===== config.mk =====
export PLATFORM = sky130hd
export DESIGN_NAME = hazard_ctrl_flat
export DESIGN_NICKNAME = d
export VERILOG_FILES = /design/src/rtl/hazard_if.sv /design/src/rtl/hazard_ctrl.sv /design/src/flat_wrapper.sv
export SDC_FILE = /design/constraint.sdc
export NUM_CORES = 1
export LEC_CHECK = 0
export CAP_MARGIN = 25
export CORE_MARGIN = 1.5
export CORE_UTILIZATION = 30
export DETAILED_ROUTE_END_ITERATION = 7
export PLACE_DENSITY = 0.69
export SETUP_SLACK_MARGIN = 0.4
export SYNTH_ARGS = -nofsm -noshare
export SYNTH_HDL_FRONTEND = slang
export SYNTH_SLANG_ARGS = --single-unit

===== constraint.sdc =====
create_clock -name clk -period 1.98 [get_ports clk]
set_input_delay 0.396 -clock clk [delete_from_list [all_inputs] [get_ports clk]]
set_output_delay 0.396 -clock clk [all_outputs]
set_load 0.02 [all_outputs]

===== src/rtl/hazard_if.sv =====
// ============================================================================
// Module      : hazard_if
// Description : Bundle of the hazard-controller inputs (ID register indices,
//               EX control outputs, memory busy) and the pipeline controls it
//               drives back into PC, IF/ID and ID/EX.
//               master : pipeline side (drives indices/status, takes controls)
//               slave  : hazard controller (takes indices/status, drives controls)
// Revision    : 1.0 - initial release
// ============================================================================
`default_nettype none

interface hazard_if;
    logic [4:0] id_readReg1;
    logic [4:0] id_readReg2;
    logic       id_usesReg2;
    logic       ex_memRead;
    logic [4:0] ex_writeReg;
    logic       ex_branchTaken;
    logic       mem_busy;

    logic       pcWrite;
    logic       ifidWrite;
    logic       ifidFlush;
    logic       idexBubble;
    logic       pipeFreeze;
    logic       memTimeout;
    logic [1:0] hzState;

    modport master (
        output id_readReg1, id_readReg2, id_usesReg2,
        output ex_memRead, ex_writeReg, ex_branchTaken, mem_busy,
        input  pcWrite, ifidWrite, ifidFlush, idexBubble,
        input  pipeFreeze, memTimeout, hzState
    );

    modport slave (
        input  id_readReg1, id_readReg2, id_usesReg2,
        input  ex_memRead, ex_writeReg, ex_branchTaken, mem_busy,
        output pcWrite, ifidWrite, ifidFlush, idexBubble,
        output pipeFreeze, memTimeout, hzState
    );
endinterface

`default_nettype wire


===== src/rtl/hazard_ctrl.sv =====
// ============================================================================
// Module      : hazard_ctrl
// Description : Pipeline hazard controller for the 5-stage RISC-V core.
//               Detects load-use hazards and taken branches, freezes the
//               pipeline while data memory is busy and latches a sticky
//               timeout error when the memory stays busy too long.
//               Optional macro HAZARD_PERF_EN adds saturating performance
//               counters (luStalls, flushes, freezeCycles).
// Ports       : clk    - core clock, rising edge
//               rst_n  - asynchronous active-low reset
//               hz     - hazard_if.slave (ID/EX inputs, pipeline controls)
//               luStalls/flushes/freezeCycles - perf counters (macro only)
// Revision    : 1.0 - initial release
// ============================================================================
`default_nettype none

module hazard_ctrl #(
    parameter int N       = 32,
    parameter int TIMEOUT = 16,
    parameter int CW      = 16
) (
    input  wire logic          clk,
    input  wire logic          rst_n,
    hazard_if.slave            hz
`ifdef HAZARD_PERF_EN
    ,
    output logic [CW-1:0]      luStalls,
    output logic [CW-1:0]      flushes,
    output logic [CW-1:0]      freezeCycles
`endif
);

    // Reject configurations the wait counter and datapath cannot represent.
    generate
        if (TIMEOUT < 1 || TIMEOUT > 255 || N < 1 || CW < 1) begin : g_bad_param
            $error("hazard_ctrl: illegal parameter value");
        end
    endgenerate

    localparam logic [7:0] c_TIMEOUT = 8'(TIMEOUT);

    typedef enum logic [1:0] {
        RUN      = 2'b00,
        MEM_WAIT = 2'b01,
        ERROR    = 2'b10
    } state_t;

    state_t     state_q, state_d;
    logic [7:0] wait_q,  wait_d;

    logic w_lu;
    logic w_pcWrite, w_ifidWrite, w_ifidFlush, w_idexBubble;
    logic w_pipeFreeze, w_memTimeout;

    // Load-use: a load in EX writes a register the ID instruction reads.
    // x0 never creates a dependency; rs2 only counts when actually read.
    assign w_lu = hz.ex_memRead && (hz.ex_writeReg != 5'd0) &&
                  ((hz.ex_writeReg == hz.id_readReg1) ||
                   (hz.id_usesReg2 && (hz.ex_writeReg == hz.id_readReg2)));

    always_comb begin
        state_d      = state_q;
        wait_d       = wait_q;
        w_pcWrite    = 1'b1;
        w_ifidWrite  = 1'b1;
        w_ifidFlush  = 1'b0;
        w_idexBubble = 1'b0;
        w_pipeFreeze = 1'b0;
        w_memTimeout = 1'b0;

        case (state_q)
            RUN, MEM_WAIT: begin
                if (hz.mem_busy) begin
                    // Freeze wins; branch/LU are re-presented after the hold.
                    w_pcWrite    = 1'b0;
                    w_ifidWrite  = 1'b0;
                    w_pipeFreeze = 1'b1;
                    wait_d       = (state_q == RUN) ? 8'd1 : wait_q + 8'd1;
                    state_d      = (wait_d >= c_TIMEOUT) ? ERROR : MEM_WAIT;
                end else begin
                    // Leaving MEM_WAIT decodes exactly like RUN this cycle.
                    if (hz.ex_branchTaken) begin
                        w_ifidFlush  = 1'b1;
                        w_idexBubble = 1'b1;
                    end else if (w_lu) begin
                        w_pcWrite    = 1'b0;
                        w_ifidWrite  = 1'b0;
                        w_idexBubble = 1'b1;
                    end
                    state_d = RUN;
                    wait_d  = 8'd0;
                end
            end
            default: begin
                // ERROR (and any unreachable code) holds until reset.
                w_pcWrite    = 1'b0;
                w_ifidWrite  = 1'b0;
                w_pipeFreeze = 1'b1;
                w_memTimeout = 1'b1;
                state_d      = ERROR;
            end
        endcase
    end

    always_ff @(posedge clk or negedge rst_n) begin
        if (!rst_n) begin
            state_q <= RUN;
            wait_q  <= 8'd0;
        end else begin
            state_q <= state_d;
            wait_q  <= wait_d;
        end
    end

    assign hz.pcWrite    = w_pcWrite;
    assign hz.ifidWrite  = w_ifidWrite;
    assign hz.ifidFlush  = w_ifidFlush;
    assign hz.idexBubble = w_idexBubble;
    assign hz.pipeFreeze = w_pipeFreeze;
    assign hz.memTimeout = w_memTimeout;
    assign hz.hzState    = state_q;

`ifdef HAZARD_PERF_EN
    logic [CW-1:0] luStalls_q, flushes_q, freezeCycles_q;
    logic          w_luStall;

    // A bubble without a flush is a load-use stall.
    assign w_luStall = w_idexBubble && !w_ifidFlush;

    always_ff @(posedge clk or negedge rst_n) begin
        if (!rst_n) begin
            luStalls_q     <= '0;
            flushes_q      <= '0;
            freezeCycles_q <= '0;
        end else begin
            if (w_luStall && (luStalls_q != '1))
                luStalls_q <= luStalls_q + 1'b1;
            if (w_ifidFlush && (flushes_q != '1))
                flushes_q <= flushes_q + 1'b1;
            if (w_pipeFreeze && (freezeCycles_q != '1))
                freezeCycles_q <= freezeCycles_q + 1'b1;
        end
    end

    assign luStalls     = luStalls_q;
    assign flushes      = flushes_q;
    assign freezeCycles = freezeCycles_q;
`endif

endmodule

`default_nettype wire


===== src/flat_wrapper.sv =====
// flat-port wrapper written by rule: the top's interface ports become plain ports
module hazard_ctrl_flat 
#(
    parameter int N       = 32,
    parameter int TIMEOUT = 16,
    parameter int CW      = 16
)
  (clk, rst_n, hz_id_readReg1, hz_id_readReg2, hz_id_usesReg2, hz_ex_memRead, hz_ex_writeReg, hz_ex_branchTaken, hz_mem_busy, hz_pcWrite, hz_ifidWrite, hz_ifidFlush, hz_idexBubble, hz_pipeFreeze, hz_memTimeout, hz_hzState);
  hazard_if hz_i ();
  input  wire logic clk;
  input  wire logic rst_n;
  input wire logic [$bits(hz_i.id_readReg1)-1:0] hz_id_readReg1;
  input wire logic [$bits(hz_i.id_readReg2)-1:0] hz_id_readReg2;
  input wire logic [$bits(hz_i.id_usesReg2)-1:0] hz_id_usesReg2;
  input wire logic [$bits(hz_i.ex_memRead)-1:0] hz_ex_memRead;
  input wire logic [$bits(hz_i.ex_writeReg)-1:0] hz_ex_writeReg;
  input wire logic [$bits(hz_i.ex_branchTaken)-1:0] hz_ex_branchTaken;
  input wire logic [$bits(hz_i.mem_busy)-1:0] hz_mem_busy;
  output wire logic [$bits(hz_i.pcWrite)-1:0] hz_pcWrite;
  output wire logic [$bits(hz_i.ifidWrite)-1:0] hz_ifidWrite;
  output wire logic [$bits(hz_i.ifidFlush)-1:0] hz_ifidFlush;
  output wire logic [$bits(hz_i.idexBubble)-1:0] hz_idexBubble;
  output wire logic [$bits(hz_i.pipeFreeze)-1:0] hz_pipeFreeze;
  output wire logic [$bits(hz_i.memTimeout)-1:0] hz_memTimeout;
  output wire logic [$bits(hz_i.hzState)-1:0] hz_hzState;
  assign hz_i.id_readReg1 = hz_id_readReg1;
  assign hz_i.id_readReg2 = hz_id_readReg2;
  assign hz_i.id_usesReg2 = hz_id_usesReg2;
  assign hz_i.ex_memRead = hz_ex_memRead;
  assign hz_i.ex_writeReg = hz_ex_writeReg;
  assign hz_i.ex_branchTaken = hz_ex_branchTaken;
  assign hz_i.mem_busy = hz_mem_busy;
  assign hz_pcWrite = hz_i.pcWrite;
  assign hz_ifidWrite = hz_i.ifidWrite;
  assign hz_ifidFlush = hz_i.ifidFlush;
  assign hz_idexBubble = hz_i.idexBubble;
  assign hz_pipeFreeze = hz_i.pipeFreeze;
  assign hz_memTimeout = hz_i.memTimeout;
  assign hz_hzState = hz_i.hzState;
  hazard_ctrl #(.N(N), .TIMEOUT(TIMEOUT), .CW(CW)) u_core (.clk(clk), .rst_n(rst_n), .hz(hz_i));
endmodule

==> results of run 1 <==
power by group:
part           leakage, uW  switching [uW]  internal, uW
Sequential        0.000135            4.56           208
Clock            0.0000138            66.4          70.0
Combinational     0.000341            55.5          66.1
cells by family after synthesis:
family	after synthesis	share of synthesized area, %
buffers and inverters	7	4.73
flip-flops	10	36.4
AO/OA/AOI/OAI	24	20.5
XOR/XNOR	11	14.0
adder cells (fa/ha/maj)	1	1.82
AND/OR/NAND/NOR	29	22.5
metal layers:
metal	vias to the layer above	global-route usage (%)	share of wire, %
li1	362	-	-
met1	336	14.7	41
met2	32	24.1	50
met3	2	6.14	8.2
met4	0	3.15	0.69
met5	-	0	0
critical path, cell delays in order:
cell	delay, ns
clkdlybuf4s15_1	0.21
or4_1	0.53
o21ai_2	0.18
buf_4	0.12
o31ai_1	0.06
buf_2	0.16
worst max-delay path by stage:
stage / from / slack [ns] / depth (start not counted) / endpoint
6_report: hz_ex_writeReg[3] / -0.08 / 6 / hz_idexBubble
2_1_floorplan: hz_ex_writeReg[4] / 0.06 / 4 / hz_idexBubble
5_1_grt: hz_ex_writeReg[0] / -0.13 / 7 / hz_ifidWrite
3_3_place_gp: hz_ex_writeReg[4] / -0.76 / 6 / hz_idexBubble
4_1_cts: hz_ex_writeReg[0] / -0.09 / 7 / hz_ifidWrite
3_5_place_dp: hz_ex_writeReg[1] / -0.80 / 6 / hz_idexBubble
through the flow:
step           power, uW  utilization, %  setup TNS [ns]  cells  instance area (um2)
3_3_place_gp         341            47.7           -2.56    142                 1050
4_1_cts              476            48.5          -0.272    146                 1060
5_1_grt              499            49.3          -0.363    146                 1080
2_1_floorplan        262               -               0     82                  692
6_report             471            49.3          -0.215    146                 1080
3_5_place_dp         342            47.7           -2.64    142                 1050
registers in the layout, indices dropped and copies added, names as in the netlist:
| signal | flops |
|---|---|
| u_core.hz.hzState | 2 |
| u_core.wait_q | 8 |
Yosys cell counts:
master / n
a21oi_1: 3
a31o_1: 1
a31oi_1: 2
a32oi_1: 1
and3_1: 2
and4_1: 2
buf_2: 2
buf_4: 1
clkbuf_1: 2
dfrtp_1: 10
ha_1: 1
inv_1: 2
nand2_1: 8
nand2b_1: 2
nand3_1: 3
nand4_1: 1
nor2_1: 5
nor2b_1: 1
nor3_1: 2
nor4_2: 1
o21ai_0: 12
o21ai_1: 1
o31a_1: 1
o31ai_1: 3
or2_1: 1
or4_1: 1
xnor2_1: 2
xor2_1: 9
final cells by class:
class                   instances  area, um2
fillers                       225       1110
multi-input cells              65        445
repair buffers                 38        319
flip-flops and latches         10        250
well taps                      28       35.0
clock buffers                   3       22.5
inverters                       2       7.51
timing repair:
action / in CTS / in global routing
endpoints found under the setup margin: 8 / 8
gates resized for setup: 65 / 10
pin swaps: 10 / 5
setup buffers: 1 / 0
==> summary.md, run 1 <==
| Metric | Value |
|---|---|
| Initial DRT Pass Iterations | `4` |
| Root Driver | `clkbuf_4` |
| Fin crit period | `2.06 ns` |
| P&R area growth vs syn | `56.9%` |
| P_leak | `0.000490 uW` |
| Final Cycle Share | `104%` |
| WP data required | `1.58 ns` |
| IO buf count | `28` |
| Diodes inserted | `0` |
| Drt via density | `5.01` |
| Worst Path Arrival | `1.66 ns` |
| Layout cells sized above 1 | `28.8%` |
| Drt initial violations | `12` |
| Max Root-Sink Buffers | `2` |
| Max-slew violation count | `0` |
| Avg Inst Size Synth | `8.39 um2` |
| Die width | `50.9 um` |
| FF+latch count, synth | `10` |
| RR Endpoint | `u_core.hz.hzState[1]$_DFF_PN0_` |
| Starting Density | `31.4%` |
| R2r startpoint | `u_core.wait_q[0]$_DFFE_PN0N_` |
| CP Capture Type | `primary output` |
| Final setup viols | `3` |
| Row count | `17` |
| Worst slack, placed | `-0.799 ns` |
| Hold Crit Class | `in -> async` |
| I/O Pins | `29` |
| Instance count of the mapped netlist | `82` |
| Wire length per cell | `11.8 um` |
| First-pass GRT wire length | `2700 um` |
| CTS tree | `done` |
| Gpl congestion | `0.737` |
| Measured slew at the worst slew-check pin | `0.457 ns` |
| R2R setup slack | `0.51 ns` |
| Worst hold slack | `0.446 ns` |
| Clk slew on worst S/H paths | `0.07 ns` |
| Detail Route Antenna Nets | `0` |
| Power per cell area | `436 mW/mm2` |
| Startpoint type of the worst setup path | `input port` |
| Core box area | `0.00219 mm2` |
| DRC | `0` |
| Hold Vio Cnt, Final | `0` |
| Status | `finished with violations` |
| Most frequent cells in the layout | `o21ai_0, dfrtp_1, buf_4, xor2_1, dlygate4sd2_1` |
| Max_slew headroom | `69.4%` |
| Crit path max fanout | `3` |
| Synth cell types | `28` |
| Post-synth top area share | `36.4%` |
| Final Net Count | `142` |
| Critical path type | `in -> out` |
| Initial antenna violation count | `0` |
| Sequential area share after synthesis | `36.4%` |
| Global route overflow | `0` |
| Synth top area cells | `dfrtp_1, xor2_1, o21ai_0` |
| Clock Skew | `0.00859 ns` |
| CTS Hold Buffers Added | `0` |
| Max-cap violation count | `0` |
| GRT Total Usage | `13.6%` |
| Vias | `732` |
| Chip Height | `50.9 um` |
| Post-synthesis cell area | `688 um2` |
| RSZ-0062 raised after global routing | `true` |
| Cell taking the most area after synthesis | `dfrtp_1` |
| Failing checks | `setup timing` |
| Vias in the first global route | `660` |
| Worst skew pair latency | `0.26 ns` |
| Die area | `0.00259 mm2` |
| Post-detail-place hpwl | `1310 um` |
| CTS Buf Count | `3` |
| Synth warn | `0` |
| Syn_nets | `104` |
| Max H-tree Level | `1` |
| Largest net degree at the start of global routing | `17` |
| Commonest non-fill, non-tap cell in the layout | `o21ai_0` |
| Routed wire length | `1730 um` |
| Final setup margin | `-0.0786 ns` |
| Maximum vdd drop | `0.347 mV` |
| Clock sink total | `10` |
| Register-to-Register Path Depth | `5` |
| F_max | `486 MHz` |
No activity file was read; power rests on OpenSTA's default activity.
==> inputs of run 2 (changes only) <==
--- a/config.mk
+++ b/config.mk
@@ -5,6 +5,7 @@
 export SDC_FILE = /design/constraint.sdc
 export NUM_CORES = 1
 export LEC_CHECK = 0
+export ABC_CLOCK_PERIOD_IN_PS = 1980
 export CAP_MARGIN = 25
 export CORE_MARGIN = 1.5
 export CORE_UTILIZATION = 30
==> results of run 2 <==
The final DEF is identical to that of run 1; final timing and power are the same.
